==> src/rtl/pci_initiator_dataphase.sv <==
// pci_initiator_dataphase
//   PCI bus initiator sequencer: address phase, 1..4 data phases, optional
//   wait states, target disconnect, master abort on missing DEVSEL, and a
//   turnaround cycle before returning to idle.
// Ports
//   clk, rst_n                 clock, asynchronous active-low reset
//   start, addr, cmd, count,   transaction request (sampled only when idle);
//   be_n                       count = data phases minus one, cmd[0]=1 write
//   wdata                      write word for the phase currently on the bus
//   TRDY, DEVSEL, STOP         active-low target responses
//   AD_in / AD_out, AD_oe      bus data sampled / driven, drive enable
//   FRAME, IRDY, CBE_out       active-low initiator controls, command/byte enables
//   busy, done, data_next,     status; done/data_next/master_abort/disconnect
//   master_abort, disconnect   are one-cycle pulses
//   rdata, rdata_valid         read word captured on a completing edge
module pci_initiator_dataphase (
   input  logic        clk,
   input  logic        rst_n,
   input  logic        start,
   input  logic [31:0] addr,
   input  logic [3:0]  cmd,
   input  logic [1:0]  count,
   input  logic [3:0]  be_n,
   input  logic [31:0] wdata,
   input  logic        TRDY,
   input  logic        DEVSEL,
   input  logic        STOP,
   input  logic [31:0] AD_in,
   output logic [31:0] AD_out,
   output logic        FRAME,
   output logic        IRDY,
   output logic [3:0]  CBE_out,
   output logic        AD_oe,
   output logic        busy,
   output logic        done,
   output logic        data_next,
   output logic        master_abort,
   output logic        disconnect,
   output logic [31:0] rdata,
   output logic        rdata_valid
);

   typedef enum logic [2:0] {
      S_IDLE     = 3'd0,
      S_ADDR     = 3'd1,
      S_DATA     = 3'd2,
      S_LASTIRDY = 3'd3,
      S_TURN     = 3'd4
   } state_t;

   state_t      state_r, state_nx;
   logic [31:0] addr_r, addr_nx;
   logic [3:0]  cmd_r, cmd_nx;
   logic [3:0]  be_r, be_nx;
   logic [1:0]  rem_r, rem_nx;
   logic [2:0]  dev_cnt_r, dev_cnt_nx;
   logic        dev_seen_r, dev_seen_nx;
   logic        phase_done_s, done_s, abort_s, disc_s;
   logic        frame_nx, irdy_nx, oe_nx;
   logic [3:0]  cbe_nx;
   logic        frame_r, irdy_r, oe_r, busy_r;
   logic [3:0]  cbe_r;
   logic        done_r, data_next_r, abort_r, disc_r, rvalid_r;
   logic [31:0] rdata_r;
   logic [31:0] ad_out_s;

   // Next-state and transaction bookkeeping.
   always_comb begin
      state_nx     = state_r;
      addr_nx      = addr_r;
      cmd_nx       = cmd_r;
      be_nx        = be_r;
      rem_nx       = rem_r;
      dev_cnt_nx   = dev_cnt_r;
      dev_seen_nx  = dev_seen_r;
      phase_done_s = 1'b0;
      done_s       = 1'b0;
      abort_s      = 1'b0;
      disc_s       = 1'b0;
      case (state_r)
         S_IDLE: begin
            if (start) begin
               state_nx = S_ADDR;
               addr_nx  = addr;
               cmd_nx   = cmd;
               be_nx    = be_n;
               rem_nx   = count;
            end else begin
               state_nx = S_IDLE;
            end
         end
         S_ADDR: begin
            state_nx    = S_DATA;
            dev_cnt_nx  = 3'd0;
            dev_seen_nx = 1'b0;
         end
         S_DATA: begin
            // IRDY is low throughout DATA, so TRDY low alone completes a phase.
            phase_done_s = ~TRDY;
            if (~DEVSEL) begin
               dev_seen_nx = 1'b1;
            end else begin
               dev_seen_nx = dev_seen_r;
            end
            if (dev_cnt_r != 3'd7) begin
               dev_cnt_nx = dev_cnt_r + 3'd1;
            end else begin
               dev_cnt_nx = dev_cnt_r;
            end
            if (phase_done_s && (rem_r != 2'd0)) begin
               rem_nx = rem_r - 2'd1;
            end else begin
               rem_nx = rem_r;
            end
            // A completing edge is counted before STOP is acted upon.
            if (~STOP) begin
               disc_s = 1'b1;
               done_s = phase_done_s && (rem_r == 2'd0);
               if (rem_r == 2'd0) begin
                  state_nx = S_TURN;
               end else begin
                  state_nx = S_LASTIRDY;
               end
            end else if (phase_done_s && (rem_r == 2'd0)) begin
               done_s   = 1'b1;
               state_nx = S_TURN;
            end else if (~dev_seen_r && DEVSEL && (dev_cnt_r == 3'd4)) begin
               // Fifth DATA edge without DEVSEL: nobody claimed the cycle.
               abort_s = 1'b1;
               if (rem_r == 2'd0) begin
                  state_nx = S_TURN;
               end else begin
                  state_nx = S_LASTIRDY;
               end
            end else begin
               state_nx = S_DATA;
            end
         end
         S_LASTIRDY: state_nx = S_TURN;
         S_TURN:     state_nx = S_IDLE;
         default:    state_nx = S_IDLE;
      endcase
   end

   // Bus control values for the upcoming state, so the pins come from flops.
   always_comb begin
      frame_nx = 1'b1;
      irdy_nx  = 1'b1;
      cbe_nx   = 4'hF;
      oe_nx    = 1'b0;
      case (state_nx)
         S_ADDR: begin
            frame_nx = 1'b0;
            cbe_nx   = cmd_nx;
            oe_nx    = 1'b1;
         end
         S_DATA: begin
            frame_nx = (rem_nx == 2'd0);
            irdy_nx  = 1'b0;
            cbe_nx   = be_nx;
            oe_nx    = cmd_nx[0];
         end
         S_LASTIRDY: begin
            irdy_nx = 1'b0;
            cbe_nx  = be_nx;
            oe_nx   = cmd_nx[0];
         end
         default: begin
            frame_nx = 1'b1;
            irdy_nx  = 1'b1;
            cbe_nx   = 4'hF;
            oe_nx    = 1'b0;
         end
      endcase
   end

   // AD mux: latched address, then the live write word while data is owed.
   always_comb begin
      ad_out_s = 32'd0;
      if (state_r == S_ADDR) begin
         ad_out_s = addr_r;
      end else if (((state_r == S_DATA) || (state_r == S_LASTIRDY)) && cmd_r[0]) begin
         ad_out_s = wdata;
      end else begin
         ad_out_s = 32'd0;
      end
   end

   // State, latched request, registered bus controls and status pulses.
   always_ff @(posedge clk or negedge rst_n) begin
      if (!rst_n) begin
         state_r     <= S_IDLE;
         addr_r      <= 32'd0;
         cmd_r       <= 4'd0;
         be_r        <= 4'hF;
         rem_r       <= 2'd0;
         dev_cnt_r   <= 3'd0;
         dev_seen_r  <= 1'b0;
         frame_r     <= 1'b1;
         irdy_r      <= 1'b1;
         cbe_r       <= 4'hF;
         oe_r        <= 1'b0;
         busy_r      <= 1'b0;
         done_r      <= 1'b0;
         data_next_r <= 1'b0;
         abort_r     <= 1'b0;
         disc_r      <= 1'b0;
         rdata_r     <= 32'd0;
         rvalid_r    <= 1'b0;
      end else begin
         state_r     <= state_nx;
         addr_r      <= addr_nx;
         cmd_r       <= cmd_nx;
         be_r        <= be_nx;
         rem_r       <= rem_nx;
         dev_cnt_r   <= dev_cnt_nx;
         dev_seen_r  <= dev_seen_nx;
         frame_r     <= frame_nx;
         irdy_r      <= irdy_nx;
         cbe_r       <= cbe_nx;
         oe_r        <= oe_nx;
         busy_r      <= (state_nx != S_IDLE);
         done_r      <= done_s;
         data_next_r <= phase_done_s;
         abort_r     <= abort_s;
         disc_r      <= disc_s;
         if (phase_done_s && ~cmd_r[0]) begin
            rdata_r  <= AD_in;
            rvalid_r <= 1'b1;
         end else begin
            rdata_r  <= rdata_r;
            rvalid_r <= 1'b0;
         end
      end
   end

   assign AD_out       = ad_out_s;
   assign FRAME        = frame_r;
   assign IRDY         = irdy_r;
   assign CBE_out      = cbe_r;
   assign AD_oe        = oe_r;
   assign busy         = busy_r;
   assign done         = done_r;
   assign data_next    = data_next_r;
   assign master_abort = abort_r;
   assign disconnect   = disc_r;
   assign rdata        = rdata_r;
   assign rdata_valid  = rvalid_r;

endmodule
==> config.mk <==
export PLATFORM = sky130hd
export DESIGN_NAME = pci_initiator_dataphase
export DESIGN_NICKNAME = d
export VERILOG_FILES = /design/src/rtl/pci_initiator_dataphase.sv
export SDC_FILE = /design/constraint.sdc
export NUM_CORES = 1
export LEC_CHECK = 0
export ABC_AREA = 1
export ABC_CLOCK_PERIOD_IN_PS = 2900
export CAP_MARGIN = 20
export CORE_MARGIN = 2
export CORE_UTILIZATION = 45
export DETAILED_ROUTE_END_ITERATION = 10
export PLACE_DENSITY = 0.95
export REMOVE_ABC_BUFFERS = 1
export SYNTH_ARGS = -nofsm -noshare
export SYNTH_HDL_FRONTEND = slang
export SYNTH_SLANG_ARGS = --single-unit
==> constraint.sdc <==
create_clock -name clk -period 2.9 [get_ports clk]
set_clock_uncertainty 0.05 [all_clocks]
set_input_delay 0.29 -clock clk [delete_from_list [all_inputs] [get_ports clk]]
set_output_delay 0.29 -clock clk [all_outputs]
set_load 0.01 [all_outputs]
== After elaboration in Yosys (flattened, before gate mapping) ==
Cells that the tools add are included.

* Register bits after elaboration: 94
* Logic and storage cells: 84

* Reductions and logical operators: 17
* Bitwise gates (word level): 3
* Add/subtract/negate cells: 2
* Equal/unequal tests: 10
* Multiplexer cells: 34

{| class="wikitable"
|+ Operators by type and width
! cell !! count
|-
| $mux 32 || 2
|-
| $mux 4 || 4
|-
| $mux 3 || 5
|-
| $mux 1 || 14
|-
| $eq 3x2->1 const B || 4
|-
| $pmux 3 s4 || 1
|-
| $pmux 4 s2 || 1
|-
| $eq 3x1->1 const B || 2
|-
| $logic_and 1x1->1 || 6
|-
| $pmux 1 s2 || 3
|-
| $pmux 3 s2 || 1
|-
| $reduce_and 2->1 || 3
|-
| $logic_not 2->1 || 2
|-
| $mux 2 || 2
|-
| $ne 2x2->1 const B || 2
|-
| $pmux 2 s2 || 1
|-
| $reduce_bool 2->1 || 2
|-
| $add 3x1->3 const B || 1
|-
| $eq 3x3->1 const B || 1
|-
| $logic_not 3->1 || 1
|-
| $ne 3x3->1 const B || 1
|-
| $not 1->1 || 3
|-
| $reduce_bool 3->1 || 1
|-
| $reduce_or 2->1 || 1
|-
| other kinds (2) || 2
|}

== Depth between registers and ports, before layout ==
Gate-level depths: netlist of run 1.

* Word-level depth: 10
* Gate-level depth with buffers: 12
* Mapped depth without buffers: 12

== Worst setup path before layout of run 1 ==
No wires, ideal clock.

* Kind: register to output
* From: register state_r[1]
* To: output AD_out[10]
* Stages on the path, launching flop included: 7
* Data arrival time: 1,126 ps
* Setup slack: 1,434 ps
* Path buffers: 1
* Cell sequence: dfrtp_1 -> inv_2 -> nand3_2 -> inv_1 -> buf_2 -> nand2_1 -> o21ai_0

* Longest elaborated chain between the ends: 5
* Elaborated cells between the ends (all ways): 7

{| class="wikitable"
|+ Ends and longest elaborated chain
! item !! RTL line !! source
|-
| start: declaration || 51 || <nowiki>state_t state_r, state_nx;</nowiki>
|-
| start signal: assignment || 211 || <nowiki>state_r <= state_nx;</nowiki>
|-
| $eq 3x2->1 || 182 || <nowiki>end else if (((state_r == S_DATA) || (state_r == S_LASTIRDY)) && cmd_r[0]) begin</nowiki>
|-
| $logic_or 1x1->1 || 182 ||
|-
| $logic_and 1x1->1 || 182 ||
|-
| $mux 32 || 182 ||
|-
| $mux 32 * || 180 || <nowiki>if (state_r == S_ADDR) begin</nowiki>
|-
| end: declaration || 29 || <nowiki>output logic [31:0] AD_out,</nowiki>
|}

Mark *: on every way between the ends. The rest lies on a longest branch, timed or not.

== Worst setup path in the final report of run 1 ==
* From: register state_r[1]
* To: output AD_out[13]

The elaborated chain is that of the path after synthesis.

==> reports/metrics.cfg, run 1 <==
[placement]
gp_congestion=0.830
placed_cell_area_um2=6020
place.port_buffers=188
dpl.hpwl_mm=8.34

[routing]
avgRoutedWirePerCell_um=13.7
routed_wl_mm=11.2
first_pass_iters=4
avgViaCountPerCell=4.84
drt_iter0_markers=101
vias=3948
drc=0
ant_nets=0

[yosys]
synthTopCellsByCount=nand2_1 (278), dfrtp_1 (81), inv_1 (46)
synthDistinctLibCells=23
synth_cells=517
synthDominantCellAreaShare=0.492
yosysWarningCount=0
synth_edf_count=0
synth_area_leader_cell=dfrtp_1
synth_most_common_cell=nand2_1
seq_area_frac_synth=0.556
syn_area_um2=4120
avgSynthCellArea_um2=7.97
synth_seq_cells=91
synth_area_leaders=dfrtp_1 (49%), nand2_1 (25%), dfstp_2 (6.4%)
async_reset_ff_frac=1.00
yosys_most_used_dff=dfrtp_1

[global_route]
antenna_found_initial=0
grt_pass1_wl_mm=17.9
grt_usage=0.225
grt-ovfl-total=0
grt_pass1_vias=3937
grt_max_degree=92

[cts]
root_buffer=clkbuf_8
cts_made_buffers=9
clk_pin_slew_ns=0.09
clk-insertion-delay-late_ns=0.35
htree_levels=3
cts.sinks=91
clockBufferDepth=2
cts_tree=built

[power_and_ir_drop]
ir_worst_vdd_uv=559
power.density_nw_per_um2=927
p_leak_nw=3.11

[floorplan]
fp.dieH_um=99.7
chipWidth_um=99.7
initial_core_util=0.468
ios=189
core_area_um2=8810
rows=34
die_area_um2=9940

[critical_path]
ff2ff_setup_slack_ns=1.08
reg2reg_depth=9
path_class=flip-flop to primary output
crit_path_end_kind=primary output
critPathMaxFanout=32
crit_required_ns=2.56
crit_path_start_kind=flip-flop
critPathArrivalTime_ns=2.26

[finish]
drive_above_1_share=0.0679
fin_nets=818
fill_cells=625
area_delta_synth_final_pct=52.1
antenna_cells=0
design_area_um2=6270

[timing]
finalHoldViolCount=0
rsz0062_at_grt=no
maxSlewViolCount=0
setup_violations=0
relSlewSlack=0.538
tightest_slew_ns=0.692
fin_crit_ns=2.60
fin_setup_tns_ns=0
timing.fmax_mhz=385
period_share=0.895

[run_status]
outcome=finished, final reports clean

[job]
drv_cap=0

[worst_hold_path]
holdCritPathClass=input port to async pin

## cells in the final DEF (no fill, tap or decap), types with 2 or more instances in the layout
cell               n
a21oi_1            2
buf_4              5
clkbuf_8          10
clkdlybuf4s50_1  187
clkinvlp_4         2
dfrtp_1           81
dfstp_2           10
ha_1               4
inv_1             46
inv_2              5
inv_6              2
nand2_1          278
nand2_2            5
nand3_1           11
nor2_1             6
nor2_4             3
o21ai_0           32
o21ai_1            7
## kinds of logic (layout without fill, tap and decap cells)
| group | Yosys count | count (layout) | share of synthesized area |
|---|---|---|---|
| AO/OA/AOI/OAI | 43 | 43 | 0.0534 |
| adder cells (fa/ha/maj) | 4 | 4 | 0.0121 |
| AND/OR/NAND/NOR | 307 | 307 | 0.296 |
| buffers and inverters | 72 | 262 | 0.0829 |
| flip-flops | 91 | 91 | 0.556 |
## path summary, 6_finish.rpt
check,end,startpoint
max,AD_out[13],state_r[1]
max in group asynchronous,be_r[0],rst_n
min in group clk,rdata[17],AD_in[17]
min reg2reg,rdata[25],rdata[25]
min,addr_r[13],rst_n
max reg2reg,CBE_out[1],state_r[2]
## metal layers
| metal | GRT usage | share of wire |
|---|---|---|
| met2 | 0.384 | 0.49 |
| met1 | 0.264 | 0.40 |
| met4 | 0.0643 | 0.012 |
| met5 | 0 | 0 |
| met3 | 0.0878 | 0.096 |
## power breakdown
part           total [W]  internal, W  switching, W
clock network   0.000888     0.000429      0.000458
logic            0.00273      0.00130       0.00143
registers        0.00219      0.00188      0.000314
## sequential cells by signal (all words and copies together), names as in the netlist, 2 cells and up
name       cells
dev_cnt_r      3
state_r        3
CBE_out        4
rem_r          2
rdata         32
be_r           4
addr_r        32
## critical path, stage by stage (launching register included)
cell             delay, ns
dfrtp_1               0.47
inv_2                 0.13
nand3_2               0.13
inv_1                 0.08
buf_4                 0.29
nand2_1               0.11
o21ai_0               0.11
clkdlybuf4s50_1       0.57
## final cells by class
type / count / area [um2] / area share
well taps: 108 / 135 / 0.0216
clock inverters: 6 / 71.3 / 0.0114
repair buffers: 194 / 1950 / 0.311
flip-flops and latches: 91 / 2290 / 0.365
clock buffers: 10 / 138 / 0.0220
multi-input cells: 354 / 1490 / 0.238
inverters: 52 / 196 / 0.0313
## through the flow
stage	cells	power [W]	util	worst slack, ns	hold slack (ns)
after floorplan	497	0.00348	-	1.16	-0.0556
after global placement	797	0.00479	0.684	0.796	0.411
after detailed placement	797	0.00494	0.684	0.693	0.415
after CTS	813	0.00585	0.707	0.293	0.120
after global routing	815	0.00623	0.712	0.162	0.384
final	815	0.00581	0.712	0.304	0.356
## timing repair
item                                   4_1_cts  5_1_grt
hold buffers                                 0        1
buffers inserted                             0        0
endpoints found under the hold margin        0       28
resized for setup                            0        0
No activity file was read; power rests on OpenSTA's default activity.
==> run 2: changes to the inputs <==
Settings changed: HOLD_SLACK_MARGIN from default to 0.15.
==> run 2 against run 1 <==
First-iteration DRC count increased by 4.0%. Final cell count unchanged. Design area unchanged. Maximum frequency about the same. Critical endpoint unchanged. Routed wire length stayed put. Largest power group unchanged. Via count increased by 0.10%. Critical path depth unchanged. Register-to-register slack about the same. Global-route usage stayed put. Highest routed layer unchanged.
==> reports/metrics.cfg, run 2 (synthesis results as in run 1) <==
[finish]
fill_cells=625  ; unchanged
fin_nets=818  ; unchanged
regArea_um2=2290  ; unchanged
final_common_cell=nand2_1  ; unchanged
layout_common_cells=nand2_1 (278), clkdlybuf4s50_1 (187), dfrtp_1 (81)  ; unchanged
multi_input_area_um2=1490  ; unchanged
drive_above_1_share=0.0679  ; unchanged
area_delta_synth_final_pct=52.1  ; unchanged
antenna_cells=0  ; unchanged

[global_route]
antenna_found_initial=0  ; unchanged
grt_pass1_wl_mm=17.9  ; unchanged
grt-ovfl-total=0  ; unchanged
grt_usage=0.225  ; unchanged
grt_max_degree=92  ; unchanged
grt_pass1_vias=3937  ; unchanged

[routing]
routed_wl_mm=11.2  ; unchanged
drt_iter0_markers=105  ; was 101
first_pass_iters=4  ; unchanged
ant_nets=0  ; unchanged
avgRoutedWirePerCell_um=13.7  ; unchanged
drc=0  ; unchanged
vias=3952  ; was 3,948
avgViaCountPerCell=4.85  ; was 4.84

[critical_path]
crit_path_start_kind=flip-flop  ; unchanged
critPathBufInv=4  ; unchanged
cpPeakStageDelay_ns=0.57  ; about the same
r2r-start=state_r[2]  ; unchanged
slowest_stage=clkdlybuf4s50_1  ; unchanged
critPathArrivalTime_ns=2.26  ; about the same
path_delay_family=buffers and inverters  ; unchanged
path_class=flip-flop to primary output  ; unchanged
worstPathCellList=inv_2 > nand3_2 > inv_1 > buf_4 > nand2_1 > o21ai_0 > clkdlybuf4s50_1  ; unchanged
crit_required_ns=2.56  ; about the same
crit_path_end_kind=primary output  ; unchanged
critPathMaxFanout=32  ; unchanged
critPathLaunch=state_r[1]  ; unchanged

[timing]
tightest_slew_ns=0.692  ; about the same
relSlewSlack=0.538  ; about the same
fin_setup_tns_ns=0  ; unchanged
finalHoldViolCount=0  ; unchanged
maxSlewViolCount=0  ; unchanged
rsz0062_at_grt=no  ; unchanged
setup_violations=0  ; unchanged
period_share=0.896  ; was 0.895
timing.fmax_mhz=385  ; about the same
fin_crit_ns=2.60  ; about the same
whs_ns=0.356  ; about the same

[placement]
gp_congestion=0.830  ; unchanged
place.port_buffers=188  ; unchanged
dpl.hpwl_mm=8.34  ; unchanged

[cts]
clockBufferDepth=2  ; unchanged
cts_tree=built  ; unchanged
htree_levels=3  ; unchanged
root_buffer=clkbuf_8  ; unchanged
cts_setup_buffers=0  ; unchanged
cts_made_buffers=9  ; unchanged
clk-insertion-delay-late_ns=0.35  ; about the same
clk_pin_slew_ns=0.09  ; about the same
cts.sinks=91  ; unchanged

[floorplan]
initial_core_util=0.468  ; unchanged
core_area_um2=8810  ; unchanged
fp.dieH_um=99.7  ; unchanged
ios=189  ; unchanged
chipWidth_um=99.7  ; unchanged
die_area_um2=9940  ; unchanged
rows=34  ; unchanged

[power_and_ir_drop]
p_leak_nw=3.11  ; unchanged
ir_worst_vdd_uv=558  ; was 559 uV
power_w=0.00581  ; about the same
power.density_nw_per_um2=927  ; about the same

[run_status]
outcome=finished, final reports clean  ; unchanged

[job]
drv_cap=0  ; unchanged

[worst_hold_path]
holdCritPathClass=input port to async pin  ; unchanged

run 2: cell counts in the layout (fill, tap and decap cells not counted):
No cell type changed its count.
run 2: worst paths after layout:
path | end | cells after the start | slack (ns)
min in group clk | rdata[17] | 3 | 0.41
max | AD_out[13] | 7 | 0.30
min | addr_r[13] | 2 | 0.36
min reg2reg | rdata[25] | 2 | 0.44
max reg2reg | CBE_out[1] | 9 | 1.08
max in group asynchronous | be_r[0] | 3 | 1.77
run 2: timing repair:
| action | CTS | global route |
|---|---|---|
| resized for setup | 0 | 0 |
| endpoints found under the hold margin | 81 | 0 |
| hold buffers | 1 | 0 |
| setup endpoints to repair | 0 | 0 |
run 2: final cells by class:
cell class,count,area share
inverter,52,0.0313
sequential,91,0.365
tap,108,0.0216
clock inverter,6,0.0114
clock buffer,10,0.0220
timing repair buffer,194,0.311
multi-input combinational,354,0.238
run 2: through the flow:
stage          utilization  setup slack, ns  cell area [um2]  std cells
2_1_floorplan            -             1.16             3980        497
6_report             0.712            0.302             6270        815
3_3_place_gp         0.684            0.796             6020        797
5_1_grt              0.712            0.162             6270        815
4_1_cts              0.708            0.293             6240        814
3_5_place_dp         0.684            0.693             6020        797
run 2: routing by layer:
metal | up-vias | GRT usage | share of wire
li1 | 1923 | - | -
met1 | 1848 | 0.264 | 0.40
met2 | 169 | 0.384 | 0.49
met3 | 12 | 0.0878 | 0.096
met4 | 0 | 0.0643 | 0.012
met5 | - | 0 | 0
run 2: power breakdown:
| part | internal (W) | switching [W] |
|---|---|---|
| Sequential | 0.00188 | 0.000314 |
| Combinational | 0.00130 | 0.00143 |
| Clock | 0.000429 | 0.000458 |
| Total | 0.00361 | 0.00221 |
